===== src/rtl/alu_instr_encoder.sv =====
// Encodes ALU/LW/SW commands into RV32I words and queues them for a valid/ready consumer.
// One-cycle latency into an empty queue; cmd_ready drops while the queue is full, and illegal commands are consumed and flagged on err.

module alu_fifo #(
  parameter int W     = 32,
  parameter int DEPTH = 4
) (
  input  logic                     clk,
  input  logic                     rst,
  input  logic                     push,
  input  logic [W-1:0]             wdata,
  input  logic                     pop,
  output logic [W-1:0]             rdata,
  output logic                     full,
  output logic                     empty,
  output logic [$clog2(DEPTH):0]   count
);
  localparam int AW = $clog2(DEPTH);
  localparam int CW = AW + 1;

  logic [W-1:0]  mem [DEPTH];
  logic [AW-1:0] wr_ptr;
  logic [AW-1:0] rd_ptr;
  logic          do_push;
  logic          do_pop;

  assign full    = (count == CW'(DEPTH));
  assign empty   = (count == '0);
  assign do_push = push && !full;
  assign do_pop  = pop && !empty;
  assign rdata   = mem[rd_ptr];

  // Power-of-two depth lets the pointers wrap by plain overflow.
  always_ff @(posedge clk or posedge rst) begin
    if (rst) begin
      wr_ptr <= '0;
      rd_ptr <= '0;
      count  <= '0;
    end else begin
      if (do_push) wr_ptr <= wr_ptr + AW'(1);
      if (do_pop)  rd_ptr <= rd_ptr + AW'(1);
      case ({do_push, do_pop})
        2'b10:   count <= count + CW'(1);
        2'b01:   count <= count - CW'(1);
        default: count <= count;
      endcase
    end
  end

  always_ff @(posedge clk) begin
    if (do_push) mem[wr_ptr] <= wdata;
  end
endmodule

module alu_instr_encoder #(
  parameter int DEPTH = 4
) (
  input  logic                     clk,
  input  logic                     rst,
  input  logic                     cmd_valid,
  output logic                     cmd_ready,
  input  logic [1:0]               cmd_kind,
  input  logic [2:0]               cmd_alu_ctrl,
  input  logic [4:0]               cmd_rd,
  input  logic [4:0]               cmd_rs1,
  input  logic [4:0]               cmd_rs2,
  input  logic [11:0]              cmd_imm,
  output logic                     instr_valid,
  input  logic                     instr_ready,
  output logic [31:0]              instr,
  output logic                     err,
  output logic [$clog2(DEPTH):0]   count
);
  localparam logic [1:0] KIND_R  = 2'b00;
  localparam logic [1:0] KIND_I  = 2'b01;
  localparam logic [1:0] KIND_LW = 2'b10;
  localparam logic [1:0] KIND_SW = 2'b11;

  localparam logic [2:0] ALU_ADD = 3'b000;
  localparam logic [2:0] ALU_SUB = 3'b001;
  localparam logic [2:0] ALU_AND = 3'b010;
  localparam logic [2:0] ALU_OR  = 3'b011;
  localparam logic [2:0] ALU_SLT = 3'b101;

  localparam logic [6:0] OP_R  = 7'b0110011;
  localparam logic [6:0] OP_I  = 7'b0010011;
  localparam logic [6:0] OP_LW = 7'b0000011;
  localparam logic [6:0] OP_SW = 7'b0100011;

  logic [2:0]  funct3;
  logic [6:0]  funct7;
  logic        ctrl_ok;
  logic        illegal;
  logic [31:0] word;
  logic        accept;
  logic        full;
  logic        empty;
  logic [31:0] head;

  always_comb begin
    funct3  = 3'b000;
    funct7  = 7'b0000000;
    ctrl_ok = 1'b1;
    case (cmd_alu_ctrl)
      ALU_ADD: funct3 = 3'b000;
      ALU_SUB: begin
        funct3 = 3'b000;
        funct7 = 7'b0100000;
      end
      ALU_AND: funct3 = 3'b111;
      ALU_OR:  funct3 = 3'b110;
      ALU_SLT: funct3 = 3'b010;
      default: ctrl_ok = 1'b0;
    endcase

    // I-type has no subtract form; memory ops only carry the address add.
    illegal = !ctrl_ok
           || (cmd_kind == KIND_I && cmd_alu_ctrl == ALU_SUB)
           || (cmd_kind[1] && cmd_alu_ctrl != ALU_ADD);

    word = '0;
    case (cmd_kind)
      KIND_R:  word = {funct7, cmd_rs2, cmd_rs1, funct3, cmd_rd, OP_R};
      KIND_I:  word = {cmd_imm, cmd_rs1, funct3, cmd_rd, OP_I};
      KIND_LW: word = {cmd_imm, cmd_rs1, 3'b010, cmd_rd, OP_LW};
      KIND_SW: word = {cmd_imm[11:5], cmd_rs2, cmd_rs1, 3'b010, cmd_imm[4:0], OP_SW};
      default: word = '0;
    endcase
  end

  assign cmd_ready   = !full;
  assign accept      = cmd_valid && cmd_ready;
  assign instr_valid = !empty;
  assign instr       = empty ? 32'h0 : head;

  alu_fifo #(
    .W     (32),
    .DEPTH (DEPTH)
  ) u_fifo (
    .clk   (clk),
    .rst   (rst),
    .push  (accept && !illegal),
    .wdata (word),
    .pop   (instr_ready),
    .rdata (head),
    .full  (full),
    .empty (empty),
    .count (count)
  );

  always_ff @(posedge clk or posedge rst) begin
    if (rst) err <= 1'b0;
    else     err <= accept && illegal;
  end
endmodule


===== config.mk =====
export PLATFORM = sky130hd
export DESIGN_NAME = alu_instr_encoder
export DESIGN_NICKNAME = d
export VERILOG_FILES = /design/src/rtl/alu_instr_encoder.sv
export SDC_FILE = /design/constraint.sdc
export NUM_CORES = 1
export LEC_CHECK = 0
export ABC_AREA = 0
export BUFFER_PORTS_ARGS = -buffer_cell sky130_fd_sc_hd__buf_2
export CORE_MARGIN = 2
export CORE_UTILIZATION = 45
export CTS_BUF_LIST = sky130_fd_sc_hd__clkbuf_2 sky130_fd_sc_hd__clkbuf_4 sky130_fd_sc_hd__clkbuf_8
export CTS_CLUSTER_DIAMETER = 50
export CTS_CLUSTER_SIZE = 20
export DETAILED_ROUTE_END_ITERATION = 6
export GPL_TIMING_DRIVEN = 0
export PLACE_DENSITY_LB_ADDON = 0.2
export SLEW_MARGIN = 20
export SYNTH_ARGS = -nofsm -noshare
export SYNTH_HDL_FRONTEND = slang
export SYNTH_SLANG_ARGS = --single-unit

===== constraint.sdc =====
create_clock -name clk -period 2.3 [get_ports clk]
set_clock_uncertainty 0.15 [all_clocks]
set_input_delay 0.23 -clock clk [delete_from_list [all_inputs] [get_ports clk]]
set_output_delay 0.23 -clock clk [all_outputs]
set_load 0.02 [all_outputs]

# Yosys cells after proc, flatten, opt, wreduce, memory -nomap -nowiden
# Memories as Yosys holds them, arrays and structs flattened.
# Cells that the tools add are included.
# totals
wordCells	46
out_inout_bits	38
n_memories	1
mem_bits_rw	128
register_bits	8
# memory_table
memory	words	word_bits	read_ports	rd_ports_with_merged_regs	write_ports	line	rtl
u_fifo.mem	4	32	1	0	1	21	logic [W-1:0] mem [DEPTH];
# classes
n_eq_ne	10
reduce_logical	19
add_sub_neg	4
n_mux	8
# op_table
operator	n
one-hot mux 32 bit (4 select lines)	1
two-way mux 32 bit	1
one-hot mux 3 bit (3 select lines)	1
logical AND 1 bit	7
== test 2 bit, second input constant	3
== test 3 x 2 -> 1 bit, second input constant	2
== test 3 bit, second input constant	2
zero test 3 bit	2
two-way mux 6 bit	1
one-hot mux 3 bit (2 select lines)	1
OR reduction 5 bit	1
adder 2 x 1 -> 2 bit, second input constant	2
== test 2 x 1 -> 1 bit, second input constant	2
zero test 1 bit	4
adder 3 x 1 -> 3 bit, second input constant	1
== test 3 x 1 -> 1 bit, second input constant	1
two-way mux 1 bit	3
nonzero test 3 bit	1
subtractor 3 x 1 -> 3 bit, second input constant	1
zero test 2 bit	1
logical OR 1 bit	2
nonzero test 2 bit	1

# Longest topological paths before layout
# Gate-level depths: netlist of run 1.
# depth
depth_word	11
ltp_mapped	12
mapped_depth_nobuf	12

# Hierarchy
# Synthesis of run 1 repeated with hierarchy kept, for this count alone.
# unflattened
hier_cells	293
hier_area_um2	5701.7
# by_module_without_submodules
mod	seq_area_each_um2	area_per_inst_um2	n_inst	cells_per_inst
alu_fifo	4018.9	5094.9	1	206
alu_instr_encoder	25.0	606.8	1	87

# Worst setup path after synthesis of run 1
# Ideal clock, no wire load.
# synth_path
kind	register -> register
startpoint	register u_fifo.count[0]
endpoint	register u_fifo.count[2]
n_path_buf	0
stages_incl_launch_ff	11
arrival_time_ns	2.211
synth_period_minus_slack_ns	2.440
t_required_ns	2.070
path_slack_ns	-0.140
path_cell_list	dfrtp_1 -> or3b_1 -> nand2_1 -> nor2_2 -> inv_1 -> ha_1 -> inv_1 -> fa_1 -> xor2_1 -> nor2_1 -> xor2_1
# synth_via
elab_chain_len	7
word_cells_on_any_way	14
cone_classes	add/sub (2); eq/ne (3); mux (1); reduce/logical (8)
# synth_rtl
item	line	rtl
start: declaration	16	output logic [$clog2(DEPTH):0] count
start signal: assignment	43	2'b10: count <= count + CW'(1);
start signal: assignment	44	2'b01: count <= count - CW'(1);
start signal: assignment	45	default: count <= count;
== test 3 bit (*)	27	assign full = (count == CW'(DEPTH));
zero test 1 bit (*)	131	assign cmd_ready = !full;
net cmd_ready	61	output logic cmd_ready,
logical AND 1 bit	132	assign accept = cmd_valid && cmd_ready;
logical AND 1 bit	142	.push (accept && !illegal),
logical AND 1 bit (*)	29	assign do_push = push && !full;
== test 2 x 1 -> 1 bit / == test 2 bit (equally long branches)	42	case ({do_push, do_pop})
one-hot mux 3 bit (2 select lines) / nonzero test 2 bit (equally long branches)	n/a	
# The timed path passes the listed nets; every way through them passes the cells marked *.
# A chain may end at the register's enable or synchronous reset.

# Final worst setup path of run 1
# layout_path
startpoint	register u_fifo.rd_ptr[0]
endpoint	output port instr[31]
# layout_via
elab_chain_len	2
# layout_rtl
item	line	rtl
start: declaration	23	logic [AW-1:0] rd_ptr;
start signal: assignment	41	if (do_pop) rd_ptr <= rd_ptr + AW'(1);
memory (4 x 32 bit)	n/a	
two-way mux 32 bit	134	assign instr = empty ? 32'h0 : head;
end: declaration	70	output logic [31:0] instr,
# Every way passes these cells.

==> results.md, run 1 <==
- Share of the synthesized area in the top cell type: 66.07%
- Full die area: 11760 sq um
- Status: finished clean
- Synth-to-Final Area Change: 30.92%
- Chip Width: 108.4 um
- Crit path capture type: output pin
- Synth area leader: edfxtp_1
- CP Buf/Inv Count: 3
- Hold Path Origin: cmd_imm[6]
- CP Max Fanout: 8
- Die height: 108.4 um
- Worst path slowest cell: mux4_2
- Worst R2R Setup Slack: 50 ps
- FF-to-FF path depth: 10
- Clk buf depth: 2
- Seq cells post-synth: 116
- Hold depth: 2
- Most common cell on crit path: buf_12
- CTS root buffer: clkbuf_8
- Crit path DAT: 1900 ps
- Mean number of vias per cell: 5.034
- DP Wirelength: 6.044 mm
- Number of H-tree levels: 4
- Num Clock Sinks: 116
- Routability cong.: 0.7383
- Pleak: 2.430 nW
- Fmax: 439.1 MHz
- Area of the multi-input gates: 1418 sq um
- Largest net degree at the start of global routing: 26
- Critical R2R Capture: u_fifo.count[2]
- Routed Antenna Nets: 0
- GRT Overall Usage: 17.22%
- Number of global-route vias before repair: 2797
- Slew Limit Fails: 0
- Clk slew on worst S/H paths: 70 ps
- Starting Density: 45.68%
- RSZ-0062 raised after global routing: yes
- Commonest cells post-synth: edfxtp_1, and2_1, mux4_2
- Clk_lat worst skew: 420 ps
- Initial antenna violation count: 0
- Max incr delay on CP: 500 ps
- Fin. Hold Viols: 0
- Max IR drop VDD: 0.6831 mV
- IO buf count: 70
- Crit path launch type: register
- Routed WL: 9.481 mm
- Adder-cell share of the synthesized area: 2.702%
- Syn_area_per_cell: 18.59 sq um
- Ant diodes: 0
- TritonCTS Buffers: 17
- Synth Instances: 264
- Setup ws final: 22.84 ps
- Final net count: 425
- Main synth FF type: edfxtp_1
- Cell Pwr Density: 1259 nW/um^2
- Worst Tran Pin Value: 498.6 ps
- Fin crit share: 99.01%
- Type of the worst setup path: reg2out
- Unique masters post-synth: 34
- Ys async rst share: 6.897%
- Mux contribution to synthesized area: 12.97%
- Max-slew headroom: 66.64%
- Post-synthesis sequential area ratio: 70.15%
- Avg WL per Cell: 17.82 um
- Pre-CTS WS: -387.0 ps
- First-pass DRT Iterations: 4
- Post-Synth XOR/XNOR Area: 1.071%
- First-pass GRT wire length: 14.49 mm
- Cell Rows: 38
- Crit path max-delay family: multiplexers
- Yosys Warn Count: 0
- Most common cell in the netlist: edfxtp_1
- Hold Path Sink: u_fifo.mem[2][26]
- Boundary pin count: 74
- Largest cells by area after synthesis: edfxtp_1, mux4_2, and2_1
- CP Cell Sequence: buf_12, buf_12, mux4_2, and2_4, buf_6
- DR vias: 2678
- CTS tree: built
- Critical Path RT: 1920 ps
- Core Util, Final: 59.80%
- Synth Area in Compound Gates: 2.294%
- Core area: 10750 sq um
- Drt drc: 0
- DRT iter0 DRCs: 109
- Filler instances: 856
- Synth Area in Simple Gates: 7.698%
- Tmin final: 2277 ps
- Share of cells above drive strength 1: 49.49%
- Max_cap viols: 0
- Gr ovfl total: 0
- Largest family of logic cells by synthesized area: multiplexers
- Storage cell area: 3448 sq um
- Mapped Area: 4908 sq um
- Final setup fails: 0
- FF-to-FF Start: u_fifo.count[0]
- Number of flops mapped to enable cells by yosys: 108
- Worst hold path type: in2reg
cells by family (layout without fill, tap and decap cells):
kind of cell	count (synthesis)	in the layout
fa+ha+maj	10	10
flops	116	116
other cells	1	3
compound gates	12	12
xor+xnor	6	6
mux	29	29
simple gates	64	64
buf+inv	26	152
timing repair:
action	4_1_cts	5_1_grt
setup buffers	3	7
hold endpoints to repair	34	0
setup endpoints to repair	21	28
pin swaps	4	10
gates cloned	0	1
hold buffers	9	0
gates resized for setup	16	57
power by group:
part | total [mW] | internal [mW] | switching [mW]
Sequential | 2.66 | 2.57 | 0.0972
Combinational | 3.37 | 1.80 | 1.56
Clock | 2.06 | 1.24 | 0.823
stage by stage:
step	total power, mW	cells	instance area, sq um	setup TNS, ps	hold slack (ps)
3_3_place_gp	5.281	476	5455	-77460	45.61
5_1_grt	8.477	532	6426	-435.9	17.60
3_5_place_dp	5.357	480	5555	-3294	71.12
4_1_cts	7.582	524	6175	-343.1	0.6418
6_report	8.089	532	6426	0	16.73
2_1_floorplan	4.562	266	4930	0	-104.5
cell usage in the layout, fill, tap and decap left out, types with 2 or more instances in the layout:
cell type,synthesis,final
and2_1,36,16
edfxtp_1,108,108
inv_6,0,2
xnor2_1,3,3
ha_1,9,7
conb_1,1,3
dfrtp_1,8,4
buf_2,4,53
dlygate4sd3_1,0,9
and2_2,0,4
inv_2,0,2
nand2_1,4,3
buf_6,1,16
dfrtp_2,0,4
and2_4,1,17
clkbuf_4,0,2
inv_1,12,10
nor3_1,3,3
buf_16,0,2
clkinv_2,0,2
a22o_1,10,10
nor2b_1,3,3
bufinv_16,0,4
mux4_2,26,26
buf_12,1,6
nor2_1,8,8
clkbuf_8,0,18
buf_4,6,19
clkinvlp_4,0,3
xor2_1,3,3
routing by layer:
layer | up-vias | global-route usage (%) | share of wire [%]
met5 | - | 0 | 0
met4 | 0 | 6.044 | 1.0
met3 | 9 | 4.641 | 4.2
met2 | 67 | 29.15 | 52
met1 | 1360 | 21.41 | 43
li1 | 1242 | - | -
sequential cells by signal (all words and copies together) (netlist names):
name	flops
err	1
u_fifo.count	3
u_fifo.mem	108
u_fifo.rd_ptr	2
u_fifo.wr_ptr	2
worst max-delay path by stage:
stage                           from                end  cells after the start
CTS                 u_fifo.rd_ptr[0]          instr[30]                      5
global placement         cmd_kind[1]  u_fifo.mem[2][18]                      7
finish              u_fifo.rd_ptr[0]          instr[31]                      5
detailed placement       cmd_kind[1]    u_fifo.count[2]                     13
global route        u_fifo.rd_ptr[0]          instr[10]                      5
floorplan            u_fifo.count[2]  u_fifo.mem[0][10]                      4
layout make-up:
cell class              instances  share of cell area, %
flip-flops and latches        116                  53.66
multi-input cells             124                  22.06
repair buffers                 94                  11.68
clock buffers                  20                  4.089
clock inverters                12                  2.784
well taps                     140                  2.726
plain buffers                  14                  2.298
inverters                      12                 0.7009
Note: power is estimated with default switching activity, not from simulation.
==> run 2: changes to the inputs <==
Settings changed: CORE_UTILIZATION 45 to 30.
==> results.md, run 2 (synthesis gave the netlist of run 1 again) <==
- Status: finished clean
- Type of the worst setup path: reg2out
- Routed WL: 10.73 mm
- Net Sw Power: 2.584 mW
- FF-to-FF path depth: 10
- Drt drc: 0
- TritonCTS Buffers: 17
- DP Wirelength: 6.848 mm
- DP Area: 5658 sq um
- Worst Tran Pin Value: 534.3 ps
- IO buf count: 70
- Pre-CTS WS: -402.7 ps
- GRT Overall Usage: 13.16%
- Finished Cell Area: 6589 sq um
- Reg power frac: 32.3%
- Crit path DAT: 1920 ps
- Filler instances: 1467
- Pleak: 2.462 nW
- Routed Antenna Nets: 0
- Gr ovfl total: 0
- Setup ws final: 1.293 ps
- Starting Density: 30.79%
- Core area: 15940 sq um
- Regs by FF count: u_fifo.mem (108), u_fifo.count (3)
- Fin crit share: 99.94%
- Number of global-route vias before repair: 2912
- Largest register by flop count: u_fifo.mem
- Number of H-tree levels: 4
- Clk_lat worst skew: 430 ps
- Initial antenna violation count: 2
- Fmax: 435.0 MHz
- Critical Path RT: 1920 ps
- Fin. Hold Viols: 0
- Most frequent cells in the layout: edfxtp_1, buf_2, mux4_2
- Commonest non-fill, non-tap cell in the layout: edfxtp_1
- Combinational Power Share: 46.0%
- Hold depth: 2
- DRT iter0 DRCs: 232
- Max reg flops: 108
- Final setup fails: 0
- Slew Limit Fails: 0
- First-pass DRT Iterations: 4
- RSZ-0062 raised after global routing: yes
- Max-slew headroom: 64.31%
- Crit path capture type: output pin
- Sw Ratio: 31.38%
- Area of the multi-input gates: 1413 sq um
- Num Clock Sinks: 116
- Avg WL per Cell: 17.56 um
- Setup Total Neg Slack: 0 ps
- Fin cells: 611
- DR vias: 2698
- Mean number of vias per cell: 4.416
- Full die area: 17400 sq um
- Cell Rows: 46
- Storage cell area: 3448 sq um
- Boundary pin count: 74
- Tmin final: 2299 ps
- CP Max Fanout: 5
- Clk slew on worst S/H paths: 70 ps
- Largest net degree at the start of global routing: 24
- Share of cells above drive strength 1: 51.14%
- Clk buf depth: 2
- Hold Worst Slack: 21.25 ps
- CTS tree: built
- Max_cap viols: 0
- Crit path launch type: register
- Final net count: 429
- Int Pwr: 5.650 mW
- Ant diodes: 0
- Cell Pwr Density: 1250 nW/um^2
- Chip Width: 131.9 um
- Max IR drop VDD: 0.5917 mV
- First-pass GRT wire length: 16.62 mm
- Worst hold path type: in2reg
- CTS root buffer: clkbuf_8
- Synth-to-Final Area Change: 34.23%
- Clock share of power: 21.7%
- Routability cong.: 0.6695
- Dpl cells: 556
- Die height: 131.9 um
[run 2: changes by cell type in the layout (fill, tap and decap cells not counted), sizes merged, moves of 2 or more]
cell	change
clkbuf	-3
clkinv	+4
buf	+3
bufinv	-2
[run 2: cell type report]
class	instances	area share [%]
plain buffers	14	2.469
clock buffers	17	3.551
clock inverters	14	2.108
inverters	12	0.6836
multi-input cells	124	21.44
flip-flops and latches	116	52.34
well taps	216	4.102
repair buffers	98	13.31
[run 2: worst paths after layout]
check | start | endpoint | slack, ps
setup reg to reg | u_fifo.count[0] | u_fifo.count[2] | 40
hold / removal | cmd_imm[7] | u_fifo.mem[1][27] | 20
hold reg to reg | u_fifo.count[2] | u_fifo.count[2] | 440
max in group asynchronous | rst | u_fifo.rd_ptr[0] | 1580
setup / recovery | u_fifo.rd_ptr[0] | instr[23] | 1
min in group asynchronous | rst | err | 140
[run 2: repair_timing]
action                     4_1_cts  5_1_grt
cloned                           1        1
setup endpoints to repair       24       30
pin swaps                        4       17
resized for setup               46       54
buffers inserted                 7        5
hold endpoints to repair        38        0
hold buffers                    10        0
[run 2: worst max-delay path, cell delays in order (launching register included)]
cell and delay (ps):
dfrtp_2 410, buf_12 140, buf_12 120, mux4_2 510, and2_4 180, buf_6 120
[run 2: metrics by stage]
stage,power (mW),utilization (%)
2_1_floorplan,4.562,-
3_3_place_gp,5.336,34.81
3_5_place_dp,5.400,35.49
4_1_cts,7.749,39.86
5_1_grt,8.660,41.33
6_report,8.234,41.33
[run 2: power groups by stage]
| stage | Sequential (mW) | Combinational (mW) | Clock [mW] |
|---|---|---|---|
| CTS | 2.66 | 3.27 | 1.82 |
| floorplan | 2.71 | 1.85 | 0 |
| global route | 2.68 | 4.06 | 1.92 |
| finish | 2.66 | 3.79 | 1.79 |
| detailed placement | 2.70 | 2.70 | 0 |
| global placement | 2.69 | 2.64 | 0 |
[run 2: routing by layer]
metal	vias up	wire (um)	track usage (%)
li1	1248	-	-
met5	-	20	0
met3	12	627	5.383
met4	2	113	3.925
met1	1357	4805	16.45
met2	79	5161	21.01
==> run 3: changes to the inputs <==
Settings changed: SYNTH_HIERARCHICAL from default to 1.
==> results.md, run 3 <==
- Clk buf depth: 2
- DP Area: 6456 sq um
- Synth-to-Final Area Change: 32.28%
- Avg WL per Cell: 19.33 um
- Adder-cell share of the synthesized area: 2.546%
- Synth area leader: edfxtp_1
- Final setup fails: 12
- Type of the worst setup path: reg2out
- Area of the multi-input gates: 1794 sq um
- First-pass DRT Iterations: 6
- Pre-CTS WS: -586.6 ps
- Max_cap viols: 0
- Slew Limit Fails: 0
- Unique masters post-synth: 36
- RSZ-0062 raised after global routing: yes
- GRT Overall Usage: 12.71%
- CTS root buffer: clkbuf_8
- Main synth FF type: edfxtp_1
- Max-slew headroom: 58.13%
- Setup ws final: -14.29 ps
- Starting Density: 30.48%
- Number of H-tree levels: 4
- Mapped Area: 5702 sq um
- Gr ovfl total: 0
- Worst hold path type: in2reg
- Full die area: 20120 sq um
- CP Max Fanout: 8
- Combinational Power Share: 45.6%
- Sw Ratio: 32.44%
- Routed WL: 13.22 mm
- Initial antenna violation count: 1
- Largest register by flop count: u_fifo/mem
- Regs by FF count: u_fifo/mem (128), u_fifo/count (3)
- Failing checks: setup timing
- Net Sw Power: 3.029 mW
- Most frequent cells in the layout: edfxtp_1, buf_2, mux4_2
- Share of cells above drive strength 1: 44.99%
- Share of the synthesized area in the top cell type: 67.41%
- Drt drc: 0
- Status: complete, but fails checks
- Mux contribution to synthesized area: 13.28%
- Filler instances: 1691
- CTS tree: built
- Crit path launch type: register
- Cell Rows: 50
- Critical Path RT: 1920 ps
- Chip Width: 141.9 um
- Commonest non-fill, non-tap cell in the layout: edfxtp_1
- Die height: 141.9 um
- Fin crit share: 100.6%
- Largest family of logic cells by synthesized area: multiplexers
- Num Clock Sinks: 136
- Seq cells post-synth: 136
- Final net count: 484
- Core area: 18710 sq um
- DP Wirelength: 7.430 mm
- Total power: 9.337 mW
- Synth Instances: 293
- Ys async rst share: 5.882%
- TritonCTS Buffers: 17
- Fin. Hold Viols: 0
- Crit path capture type: output pin
- Number of global-route vias before repair: 3182
- Max reg flops: 128
- Crit path DAT: 1930 ps
- Yosys Warn Count: 6
- Cell Pwr Density: 1238 nW/um^2
- Int Pwr: 6.308 mW
- Largest cells by area after synthesis: edfxtp_1, mux4_2, nor2b_1
- Routability cong.: 0.7382
- Routed Antenna Nets: 0
- Finished Cell Area: 7542 sq um
- Tmin final: 2314 ps
- Max IR drop VDD: 0.6228 mV
- Clk slew on worst S/H paths: 70 ps
- Synth Area in Simple Gates: 6.869%
- IO buf count: 73
- Core Util, Final: 40.32%
- DR vias: 3159
- Storage cell area: 4049 sq um
- Fmax: 432.1 MHz
- DRT iter0 DRCs: 195
- Clk_lat worst skew: 440 ps
- First-pass GRT wire length: 18.17 mm
- Most common cell in the netlist: edfxtp_1
- Reg power frac: 34.2%
- Worst Tran Pin Value: 625.7 ps
- Commonest cells post-synth: edfxtp_1, nor2b_1, mux4_2
- Pleak: 2.825 nW
- Post-Synth XOR/XNOR Area: 0.9217%
- Syn_area_per_cell: 19.46 sq um
- Mean number of vias per cell: 4.618
- Clock share of power: 20.2%
- Post-synthesis sequential area ratio: 70.92%
- Number of flops mapped to enable cells by yosys: 128
- Boundary pin count: 74
- Synth Area in Compound Gates: 2.633%
- Largest net degree at the start of global routing: 33
## run 3: cell types whose count changed after synthesis, moves of 2 or more
cell and delta:
inv_1 +2, nand2_1 -3, edfxtp_1 +20, or3_1 -2
and2_1 -26, mux4_1 +3, clkbuf_1 +2, nor2_1 -2
buf_4 -6, buf_12 +2, mux4_2 +2, nor2b_1 +33
## run 3: logic make-up after synthesis
kind of cell	count (synthesis)
XOR/XNOR	6
flip-flops	136
buffers and inverters	25
other	2
adder cells (fa/ha/maj)	11
AND/OR/NAND/NOR	63
AO/OA/AOI/OAI	16
multiplexers	34
## run 3: worst paths after layout
path	slack [ps]	endpoint	cells after the start	from
max reg2reg	130	u_fifo/count[2]	10	u_fifo/count[1]
min	60	u_fifo/mem[0][9]	2	cmd_rd[2]
min in group asynchronous	130	u_fifo/rd_ptr[0]	3	rst
min reg2reg	430	u_fifo/wr_ptr[1]	1	u_fifo/wr_ptr[1]
max	-10	instr[2]	5	u_fifo/rd_ptr[0]
max in group asynchronous	1320	err	4	rst
## run 3: area by class of cell
| cell class | count | area share [%] |
|---|---|---|
| Inverter | 14 | 0.6967 |
| Tap cell | 234 | 3.882 |
| Timing Repair Buffer | 104 | 11.28 |
| Buffer | 10 | 1.626 |
| Sequential cell | 136 | 53.68 |
| Antenna cell | 1 | 0.03318 |
| Clock inverter | 13 | 1.808 |
| Multi-Input combinational cell | 154 | 23.79 |
| Clock buffer | 18 | 3.202 |
## run 3: metrics by stage
stage	hold WS, ps	cells	TNS (ps)
5_1_grt	38.66	683	-3078
6_report	58.01	684	-91.51
3_3_place_gp	-74.63	618	-78200
3_5_place_dp	-70.05	618	-81060
2_1_floorplan	-191.3	311	0
4_1_cts	18.58	672	-1053
## run 3: power by group through the flow
stage | Clock (mW) | Sequential [mW] | Combinational, mW
after floorplan | 0 | 3.21 | 2.17
after global placement | 0 | 3.20 | 3.14
after detailed placement | 0 | 3.21 | 3.17
after CTS | 1.95 | 3.19 | 3.37
after global routing | 2.05 | 3.22 | 4.54
final | 1.88 | 3.19 | 4.26
## run 3: routing by layer
layer  routed length, um  track usage [%]  part of all wire, %
met3                 654            4.252                  4.9
met5                   0                0                    0
met4                 155            4.789                  1.2
met1                6282            16.86                   48
met2                6129            19.47                   46
## run 3: timing repair
action | 4_1_cts | 5_1_grt
endpoints found under the setup margin | 163 | 161
gates resized for setup | 23 | 88
pin swaps | 2 | 6
setup buffers | 9 | 4
gates cloned | 0 | 7
hold buffers | 15 | 0
hold endpoints to repair | 54 | 0
## run 3: worst max-delay path, stage by stage (launching register included)
cell     delay [ps]
dfrtp_1         370
buf_12          170
buf_12          140
mux4_2          500
nor2b_2         180
buf_6           140
